==> src/rtl/alu_multicycle.sv <==
// alu_multicycle: EX-stage execution unit. Logic, add/sub, shift and compare ops finish in
// one cycle; MUL (shift-add) and DIV (restoring) iterate once per cycle behind a busy/done handshake.
`default_nettype none

module alu_multicycle #(
   parameter int WIDTH = 32,
   parameter int ITER  = 32
) (
   input  logic             clk,
   input  logic             rst,
   input  logic             start,
   input  logic [3:0]       alu_op,
   input  logic [WIDTH-1:0] a,
   input  logic [WIDTH-1:0] b,
   output logic             busy,
   output logic             done,
   output logic [WIDTH-1:0] result,
   output logic [WIDTH-1:0] result_hi,
   output logic             zero,
   output logic             ovf,
   output logic             div0,
   output logic             illegal
);

   localparam int CW = $clog2(ITER);
   localparam logic [3:0] c_OP_ADD = 4'b0000, c_OP_SUB = 4'b0001, c_OP_MUL = 4'b0010,
                          c_OP_DIV = 4'b0011, c_OP_AND = 4'b0100, c_OP_OR  = 4'b0101,
                          c_OP_NOR = 4'b0110, c_OP_NOP = 4'b0111, c_OP_SRL = 4'b1000,
                          c_OP_SLT = 4'b1001, c_OP_XOR = 4'b1010;

   typedef enum logic [1:0] {S_IDLE, S_MUL_RUN, S_DIV_RUN, S_FINISH} state_t;

   state_t           r_state;
   logic [CW-1:0]    r_cnt;
   logic [WIDTH-1:0] r_hi, r_lo, r_opnd;
   logic             r_neg_q, r_neg_r, r_is_div, r_div0_pend;
   logic             r_busy, r_done, r_zero, r_ovf, r_div0, r_illegal;
   logic [WIDTH-1:0] r_result, r_result_hi;

   logic [WIDTH-1:0] w_sum, w_diff, w_res, w_mag_a, w_mag_b, w_div_shift;
   logic [WIDTH-1:0] w_fin_lo, w_fin_hi;
   logic [WIDTH:0]   w_mul_sum, w_div_trial;
   logic             w_ovf, w_ill;

   always_comb begin
      w_sum  = a + b;
      w_diff = a - b;
      w_res  = '0;
      w_ovf  = 1'b0;
      w_ill  = 1'b0;
      case (alu_op)
         c_OP_ADD: begin
            w_res = w_sum;
            w_ovf = (a[WIDTH-1] == b[WIDTH-1]) && (w_sum[WIDTH-1] != a[WIDTH-1]);
         end
         c_OP_SUB: begin
            w_res = w_diff;
            w_ovf = (a[WIDTH-1] != b[WIDTH-1]) && (w_diff[WIDTH-1] != a[WIDTH-1]);
         end
         c_OP_AND: w_res = a & b;
         c_OP_OR:  w_res = a | b;
         c_OP_NOR: w_res = ~(a | b);
         c_OP_XOR: w_res = a ^ b;
         c_OP_SRL: w_res = a >> b[4:0];
         c_OP_SLT: w_res = {{(WIDTH-1){1'b0}}, ($signed(a) < $signed(b))};
         c_OP_NOP, c_OP_MUL, c_OP_DIV: w_res = '0;
         default:  w_ill = 1'b1;
      endcase
   end

   assign w_mag_a = a[WIDTH-1] ? (~a + 1'b1) : a;
   assign w_mag_b = b[WIDTH-1] ? (~b + 1'b1) : b;

   // MUL: multiplier sits in r_lo and shifts out LSB-first while the product shifts in.
   assign w_mul_sum   = {1'b0, r_hi} + (r_lo[0] ? {1'b0, r_opnd} : {(WIDTH+1){1'b0}});
   // DIV: dividend shifts out of r_lo MSB-first into the partial remainder, quotient bits shift in.
   assign w_div_shift = {r_hi[WIDTH-2:0], r_lo[WIDTH-1]};
   assign w_div_trial = {1'b0, w_div_shift} - {1'b0, r_opnd};

   always_comb begin
      w_fin_lo = r_lo;
      w_fin_hi = r_hi;
      if (r_is_div) begin
         if (r_div0_pend) begin
            w_fin_lo = '1;
            w_fin_hi = r_lo;
         end else begin
            w_fin_lo = r_neg_q ? (~r_lo + 1'b1) : r_lo;
            w_fin_hi = r_neg_r ? (~r_hi + 1'b1) : r_hi;
         end
      end else if (r_neg_q) begin
         {w_fin_hi, w_fin_lo} = ~{r_hi, r_lo} + 1'b1;
      end
   end

   always_ff @(posedge clk or posedge rst) begin
      if (rst) begin
         r_state     <= S_IDLE;
         r_cnt       <= '0;
         r_hi        <= '0;
         r_lo        <= '0;
         r_opnd      <= '0;
         r_neg_q     <= 1'b0;
         r_neg_r     <= 1'b0;
         r_is_div    <= 1'b0;
         r_div0_pend <= 1'b0;
         r_busy      <= 1'b0;
         r_done      <= 1'b0;
         r_zero      <= 1'b0;
         r_ovf       <= 1'b0;
         r_div0      <= 1'b0;
         r_illegal   <= 1'b0;
         r_result    <= '0;
         r_result_hi <= '0;
      end else begin
         r_done <= 1'b0;
         case (r_state)
            S_IDLE: begin
               if (start) begin
                  case (alu_op)
                     c_OP_MUL: begin
                        r_opnd   <= w_mag_a;
                        r_lo     <= w_mag_b;
                        r_hi     <= '0;
                        r_neg_q  <= a[WIDTH-1] ^ b[WIDTH-1];
                        r_is_div <= 1'b0;
                        r_div0_pend <= 1'b0;
                        r_cnt    <= '0;
                        r_busy   <= 1'b1;
                        r_state  <= S_MUL_RUN;
                     end
                     c_OP_DIV: begin
                        r_hi     <= '0;
                        r_neg_q  <= a[WIDTH-1] ^ b[WIDTH-1];
                        r_neg_r  <= a[WIDTH-1];
                        r_is_div <= 1'b1;
                        r_cnt    <= '0;
                        r_busy   <= 1'b1;
                        if (b == '0) begin
                           r_div0_pend <= 1'b1;
                           r_lo        <= a;
                           r_state     <= S_FINISH;
                        end else begin
                           r_div0_pend <= 1'b0;
                           r_opnd      <= w_mag_b;
                           r_lo        <= w_mag_a;
                           r_state     <= S_DIV_RUN;
                        end
                     end
                     default: begin
                        r_result    <= w_res;
                        r_result_hi <= '0;
                        r_zero      <= (w_res == '0);
                        r_ovf       <= w_ovf;
                        r_div0      <= 1'b0;
                        r_illegal   <= w_ill;
                        r_done      <= 1'b1;
                     end
                  endcase
               end
            end
            S_MUL_RUN: begin
               r_hi  <= w_mul_sum[WIDTH:1];
               r_lo  <= {w_mul_sum[0], r_lo[WIDTH-1:1]};
               r_cnt <= r_cnt + CW'(1);
               if (r_cnt == CW'(ITER-1)) r_state <= S_FINISH;
            end
            S_DIV_RUN: begin
               r_hi  <= w_div_trial[WIDTH] ? w_div_shift : w_div_trial[WIDTH-1:0];
               r_lo  <= {r_lo[WIDTH-2:0], ~w_div_trial[WIDTH]};
               r_cnt <= r_cnt + CW'(1);
               if (r_cnt == CW'(ITER-1)) r_state <= S_FINISH;
            end
            S_FINISH: begin
               r_result    <= w_fin_lo;
               r_result_hi <= w_fin_hi;
               r_zero      <= (w_fin_lo == '0);
               r_ovf       <= 1'b0;
               r_div0      <= r_div0_pend;
               r_illegal   <= 1'b0;
               r_busy      <= 1'b0;
               r_done      <= 1'b1;
               r_state     <= S_IDLE;
            end
            default: r_state <= S_IDLE;
         endcase
      end
   end

   assign busy      = r_busy;
   assign done      = r_done;
   assign result    = r_result;
   assign result_hi = r_result_hi;
   assign zero      = r_zero;
   assign ovf       = r_ovf;
   assign div0      = r_div0;
   assign illegal   = r_illegal;

endmodule

`default_nettype wire

==> config.mk <==
export PLATFORM = sky130hd
export DESIGN_NAME = alu_multicycle
export DESIGN_NICKNAME = d
export VERILOG_FILES = /design/src/rtl/alu_multicycle.sv
export SDC_FILE = /design/constraint.sdc
export NUM_CORES = 1
export LEC_CHECK = 0
export ABC_AREA = 1
export CAP_MARGIN = 5
export CORE_MARGIN = 2
export CORE_UTILIZATION = 35
export DETAILED_ROUTE_END_ITERATION = 6
export PLACE_DENSITY = 0.53
export SYNTH_ARGS = -nofsm -noshare
export SYNTH_HDL_FRONTEND = slang
export SYNTH_SLANG_ARGS = --single-unit
==> constraint.sdc <==
create_clock -name clk -period 15.6 [get_ports clk]
set_clock_uncertainty 0.1 [all_clocks]
set_input_delay 2.34 -clock clk [delete_from_list [all_inputs] [get_ports clk]]
set_output_delay 2.34 -clock clk [all_outputs]
set_load 0.03 [all_outputs]
==> run summary, run 1 <==
=================================================================================================
Outcome                                                                              complete, no violations
Final #Nets                                                                                  4896
Number of cell rows                                                                           100
Std-Cell Core Area                                                                     74200 um^2
Met2 global-route usage                                                                    0.5604
TritonCTS Sinks                                                                               177
DR WL/cell                                                                               24.31 um
Fillcell total                                                                               8412
Setup Total Neg Slack                                                                        0 ps
Total internal power                                                                      1783 uW
Power density over cell area                                                         153.4 nW/um^2
Longest individual stage delay on the worst path                                           560 ps
CP Launch Type                                                                         input port
Worst-case clock buffer depth                                                                   2
CTS clk-pin slew, worst paths                                                               80 ps
Die outline width                                                                        277.5 um
Cell at the root of the clock tree                                                      clkbuf_16
Area of the die                                                                        76990 um^2
Post-synthesis sequential area ratio                                                       0.1692
Routing usage on met3                                                                     0.02510
Post-CTS setup buffer count                                                                     0
Number of I/O port buffers                                                                    140
Combined global-route utilization of all metal layers                                      0.3462
Via density                                                                                 5.606
Combinational fraction of design power                                                      0.701
Capturing element type of the critical path                                                  flop
Number of antenna violations at the first check in global routing                               1
FFs w/ async S/R, synth                                                                     1.000
Count of vias placed by the detailed router                                                 31480
Final count of hold timing violations                                                           0
Hold WS                                                                                  382.4 ps
Clk pwr share                                                                               0.103
Initial standard-cell utilization of the core                                              0.3528
Post-cts sizing count                                                                           0
Layout area overhead                                                                       10.92%
Iteration-0 DRC count of the detailed router                                                 3093
Wire length of the first global-routing pass                                             198.4 mm
Worst IR Drop VDD                                                                        154.0 uV
Util after Layout                                                                          0.3913
Highest fanout seen on the critical path                                                       54
Count of antenna diodes in the layout                                                           0
Total DRC errors in the routed layout                                                           0
Synth Cell Area                                                                        26170 um^2
Share of post-route cells with drive strength above 1                                     0.03229
Final Slew Violations                                                                           0
Final Setup Violations                                                                          0
Flop pwr share                                                                              0.195
GPL Wtd Cong                                                                                1.065
Insertion delay of the later-clocked pin in the worst-skew pair                            480 ps
Number of iterations in the first detailed-routing pass                                         5
Number of synthesized flops with an enable pin                                                  0
GR peak layer                                                                                met2
Total detailed-routing wirelength                                                        136.5 mm
Synth Net Count                                                                              4874
Final period demand of the worst path                                                     6469 ps
Placed wire-length estimate                                                              112.2 mm
Mean cell area of the mapped netlist                                                   5.676 um^2
Chip Height                                                                              277.5 um
Highest clock frequency the design can meet                                            0.1546 GHz
Hold-fix buffers, CTS                                                                           0
Met1 Usage GRT                                                                             0.4360
Period utilization                                                                         0.4147
Cells traversed along the worst timing path                                          clkdlybuf4s50_1 > buf_4 > inv_1 > ha_1 > nand3_2 > nor3_4 > nand4_2 > nor3_2 > nand2_1 > nor2_2 > nand3_2 > nand2_1 > inv_2 > o21ai_0 > o22ai_1
Critical path buffers and inverters                                                             4
Switching component of the power                                                          2669 uW
Switching share of power                                                                   0.5995
Maximum level of the CTS H-tree                                                                 4
Syn Inst Count                                                                               4611
Antenna Violating Nets Remaining                                                                0
Slowest stage cell on the critical path                                                     inv_1
Max-capacitance violation count                                                                 0
Most instantiated flip-flop cell in the synthesis netlist                                 dfrtp_1
Number of distinct library cell variants in the gate-level netlist after synthesis             60
YS warnings                                                                                     0
Flip-flop and latch count after synthesis                                                     177
Vias in the first global route                                                              29270
Number of I/O pins                                                                            141
Min-delay worst type                                                                      reg2reg
Arrival time at the worst endpoint                                                        6690 ps
TritonCTS buffer count                                                                         17
Pin count of the biggest net entering global routing                                           70
Max-slew headroom at the worst pin                                                         0.1886
Slew at the pin closest to its max-slew limit                                             1213 ps
Required time of the worst setup path                                                    15820 ps
CTS tree                                                                                     done
Leakage power                                                                          0.01501 uW
Grt total ovfl                                                                                  0
Worst Path Class, Setup                                                                    in2reg
Crit path max-delay family                                                           simple AND/OR/NAND/NOR gates
Setup repair after global routing missed its margin                                         false
=================================================================================================
[flip-flops by register name, summed over array words and instances (netlist names)]
| signal | cells |
|---|---|
| result | 32 |
| r_lo | 32 |
| div0 | 1 |
| r_opnd | 32 |
| result_hi | 32 |
| r_is_div | 1 |
| r_cnt | 5 |
| r_div0_pend | 1 |
| r_neg_r | 1 |
| done | 1 |
| zero | 1 |
| ovf | 1 |
| r_state | 2 |
| illegal | 1 |
| busy | 1 |
| r_hi | 32 |
| r_neg_q | 1 |
[synthesized netlist by cell type (46+ instances only)]
master,number,area share
nand2_1,1445,0.21
inv_1,596,0.085
nand3_1,465,0.089
nor2_1,464,0.067
o21ai_0,264,0.050
a21oi_1,193,0.037
ha_1,188,0.090
dfrtp_1,177,0.17
clkbuf_1,122,0.017
xor2_1,93,0.031
o22ai_1,68,0.016
nor3_1,63,0.012
o211ai_1,58,0.017
nand4_1,53,0.013
buf_2,46,0.0088
[placed cells by master (no fill, tap or decap), types with 50 or more instances in the layout]
master,Yosys,final
clkdlybuf4s50_1,0,140
dfrtp_1,177,176
inv_1,596,594
nor2_1,464,458
ha_1,188,188
buf_4,2,50
nor3_1,63,63
a21oi_1,193,193
nand3_1,465,465
o211ai_1,58,58
o21ai_0,264,264
xor2_1,93,93
nand4_1,53,53
o22ai_1,68,68
nand2_1,1445,1445
[metal layers]
layer | routed length (um) | vias to the layer above
met3 | 7726 | 309
met5 | 0 | -
met1 | 56180 | 14690
li1 | - | 15120
met2 | 61410 | 1358
met4 | 11180 | 0
[power groups by stage]
stage          sequential (uW)  clock [uW]  combinational (uW)
6_report                   870         460                3120
5_1_grt                    884         482                3410
4_1_cts                    860         465                3080
3_5_place_dp               869           0                3060
3_3_place_gp               868           0                3070
2_1_floorplan              880           0                1950
[final timing paths]
path / start / to / slack, ps / cells after the start
max: b[1] / r_opnd[11] / 9130 / 15
min: result_hi[20] / result_hi[20] / 380 / 2
max reg2reg: r_lo[31] / r_hi[21] / 11490 / 18
min reg2reg: result_hi[20] / result_hi[20] / 380 / 2
max in group asynchronous: rst / r_opnd[23] / 11250 / 4
min in group asynchronous: rst / result[30] / 2200 / 2
[per-stage QoR]
step                      instances  cell area, um^2  setup slack, ps  total power (uW)
after floorplan                4611            26170             8358              2833
after detailed placement       5583            28420             8749              3932
final                          5615            29030             9131              4452
after global routing           5615            29030             8721              4779
after global placement         5583            28420             8867              3937
after CTS                      5615            29030             9247              4404
[cell families after synthesis]
| logic type | after synthesis | synth area share |
|---|---|---|
| flip-flops | 177 | 0.1692 |
| AND/OR/NAND/NOR | 2558 | 0.4084 |
| XOR/XNOR | 98 | 0.03279 |
| multiplexers | 1 | 0.0003824 |
| buffers and inverters | 804 | 0.1185 |
| AO/OA/AOI/OAI | 781 | 0.1778 |
| adder cells (fa/ha/maj) | 192 | 0.09293 |
[worst register-to-register path, delay by kind of cell (launching register included)]
kind	cells	cell delay, ps
buffers and inverters	2	290
AOI/OAI and AO/OA	3	1300
DFF	1	490
and+or+nand+nor	11	1390
adders and majority gates	2	430
[area by class of cell]
type,count,area (um^2),area share
Multi-Input combinational cell,3630,18680,0.6434
Timing Repair Buffer,190,1777,0.06120
Inverter,617,2327,0.08016
Clock buffer,17,425.4,0.01465
Clock inverter,15,181.4,0.006249
Tap cell,969,1212,0.04176
Sequential cell,177,4431,0.1526
Power figures use the tool's default switching activity.
==> run 2, diff against run 1 <==
==> constraint.sdc (replaced) <==
create_clock -name clk -period 6.2 [get_ports clk]
set_clock_uncertainty 0.1 [all_clocks]
set_input_delay 0.93 -clock clk [delete_from_list [all_inputs] [get_ports clk]]
set_output_delay 0.93 -clock clk [all_outputs]
set_load 0.03 [all_outputs]
==> run 2 against run 1 <==
  * Clock power rose to 2.5 times the previous value
  * Power grew to 2.6 times the previous value
  * Core utilization rose by 0.27 points
==> run summary, run 2 (synthesis gave the netlist of run 1 again) <==
=====================================================================================
Post-CTS setup buffer count                                                         0   unchanged
CTS clk-pin slew, worst paths                                                   90 ps   was 80 ps
Min-delay worst type                                                          reg2reg   unchanged
Number of iterations in the first detailed-routing pass                             6   was 5
Placed Cells                                                                     5609   was 5583
CP Launch Type                                                             input port   unchanged
Total detailed-routing wirelength                                            144.4 mm   was 136.5 mm
Die outline width                                                            277.5 um   unchanged
Grt total ovfl                                                                      0   unchanged
Flop2flop setup slack                                                         2110 ps   was 11490 ps
Maximum level of the CTS H-tree                                                     4   unchanged
Via density                                                                     5.646   was 5.606
Max-capacitance violation count                                                     0   unchanged
Setup repair after global routing missed its margin                             false   unchanged
Arrival time at the worst endpoint                                            4780 ps   was 6690 ps
Leakage power                                                              0.01515 uW   was 0.01501 uW
Power density over cell area                                             390.5 nW/um^2   was 153.4 nW/um^2
Final Slew Violations                                                               0   unchanged
Chip Height                                                                  277.5 um   unchanged
Final count of hold timing violations                                               0   unchanged
Post-cts sizing count                                                               0   unchanged
Hold-fix buffers, CTS                                                               0   unchanged
Area of the die                                                            76990 um^2   unchanged
Count of vias placed by the detailed router                                     31860   was 31480
Final period demand of the worst path                                         4466 ps
Total DRC errors in the routed layout                                               0   unchanged
Layout area overhead                                                           11.69%   was 10.92%
Number of I/O port buffers                                                        140   unchanged
Std-Cell Core Area                                                         74200 um^2   unchanged
GPL Wtd Cong                                                                    1.075   was 1.065
Combined global-route utilization of all metal layers                          0.3658   was 0.3462
Hold WS                                                                      382.7 ps   was 382.4 ps
Period utilization                                                             0.7204
Cell at the root of the clock tree                                          clkbuf_16   unchanged
Final Setup Violations                                                              0   unchanged
TritonCTS buffer count                                                             17   unchanged
Worst Path Class, Setup                                                        in2reg   unchanged
Antenna Violating Nets Remaining                                                    0   unchanged
Placed wire-length estimate                                                  119.0 mm   was 112.2 mm
Wire length of the first global-routing pass                                 207.3 mm   was 198.4 mm
Insertion delay of the later-clocked pin in the worst-skew pair                470 ps   was 480 ps
Post-route total power                                                       11420 uW   was 4452 uW
Number of I/O pins                                                                141   unchanged
Setup slack after layout                                                      1734 ps   was 9131 ps
DR WL/cell                                                                   25.59 um   was 24.31 um
CTS tree                                                                         done   unchanged
Pin count of the biggest net entering global routing                              105   was 70
Setup slack after placement                                                   1310 ps   was 8749 ps
Worst-case clock buffer depth                                                       2   unchanged
TritonCTS Sinks                                                                   177   unchanged
Number of cell rows                                                               100   unchanged
Number of antenna violations at the first check in global routing                   2   was 1
Highest fanout seen on the critical path                                            9   was 54
Vias in the first global route                                                  30080   was 29270
Cell Count, Final, Fillers Out                                                   5642   was 5615
Share of post-route cells with drive strength above 1                         0.03789   was 0.03229
Worst IR Drop VDD                                                            296.5 uV   was 154.0 uV
Iteration-0 DRC count of the detailed router                                     3142   was 3093
Slew at the pin closest to its max-slew limit                                 1094 ps   was 1213 ps
Capturing element type of the critical path                                      flop   unchanged
Highest clock frequency the design can meet                                0.2239 GHz
Fillcell total                                                                   8446   was 8412
Max-slew headroom at the worst pin                                             0.2709   was 0.1886
Required time of the worst setup path                                         6510 ps   was 15820 ps
Final #Nets                                                                      4922   was 4896
Setup Total Neg Slack                                                            0 ps   unchanged
Top library cells by usage in the layout, fill and taps aside            1445 x nand2_1, 595 x inv_1, 465 x nand3_1, 457 x nor2_1, 264 x o21ai_0   was 1445 x nand2_1, 594 x inv_1, 465 x nand3_1, 458 x nor2_1, 264 x o21ai_0
Most frequent standard cell in the layout excluding fill and tap cells        nand2_1   unchanged
Initial standard-cell utilization of the core                                  0.3528   unchanged
Outcome                                                                  complete, no violations   unchanged
=====================================================================================
==> run 2: cell count changes in the layout (fill, tap and decap cells not counted), sizes merged <==
cell | previous run | this run
inv | 615 | 621
clkinv | 17 | 10
clkbuf | 17 | 18
diode | 0 | 1
buf | 50 | 76
==> run 2: layout make-up <==
cell class                 instances  area, um^2  area share
tap                              969        1212     0.04147
inverter                         617        2327     0.07961
multi-input combinational       3630       18680      0.6390
sequential                       177        4431      0.1516
clock inverter                    14       157.7    0.005393
antenna                            1       2.502  0.00008560
clock buffer                      18       439.2     0.01502
timing repair buffer             216        1984     0.06788
==> run 2: metrics by stage <==
| stage | cell area [um^2] | util |
|---|---|---|
| after floorplan | 26170 | - |
| after global placement | 28640 | 0.3859 |
| after detailed placement | 28640 | 0.3859 |
| after CTS | 29230 | 0.3940 |
| after global routing | 29230 | 0.3940 |
| final | 29230 | 0.3940 |
==> run 2: where the power goes <==
group / leakage [uW] / switching, uW / internal (uW)
registers: 0.00224 / 580 / 1620
clock network: 0.000295 / 602 / 558
logic: 0.0126 / 5720 / 2340
==> run 2: path summary, 6_finish.rpt <==
path	from	end	depth (start not counted)
worst min-delay path	result_hi[19]	result_hi[19]	2
worst max register to register	r_lo[31]	r_hi[21]	18
max in group asynchronous	rst	r_hi[29]	3
min in group asynchronous	rst	result_hi[6]	2
worst min register to register	result_hi[19]	result_hi[19]	2
worst max-delay path	a[11]	zero	19
==> run 2: critical path, stage by stage <==
cell,delay (ps)
clkdlybuf4s50_1,810
inv_1,280
ha_1,620
nand2_1,140
nor2_1,300
inv_1,70
nor2_1,100
nand2_1,90
nand2_1,180
nand2_1,70
nand3_1,100
nand3_1,180
nor2_1,310
nand2_1,90
nor2_1,90
nand2_1,80
nor2_1,100
nand3_1,100
a21oi_1,130
==> run 2: metal layers <==
layer  global-route usage  vias up  wire length [um]  share of wire
met2               0.6046     1405             65710           0.46
met1               0.4448    14950             58310           0.40
met5                    0        -                11       0.000076
li1                     -    15160                 -              -
met4               0.2545        2             11440          0.079
met3              0.04102      333              8928          0.062
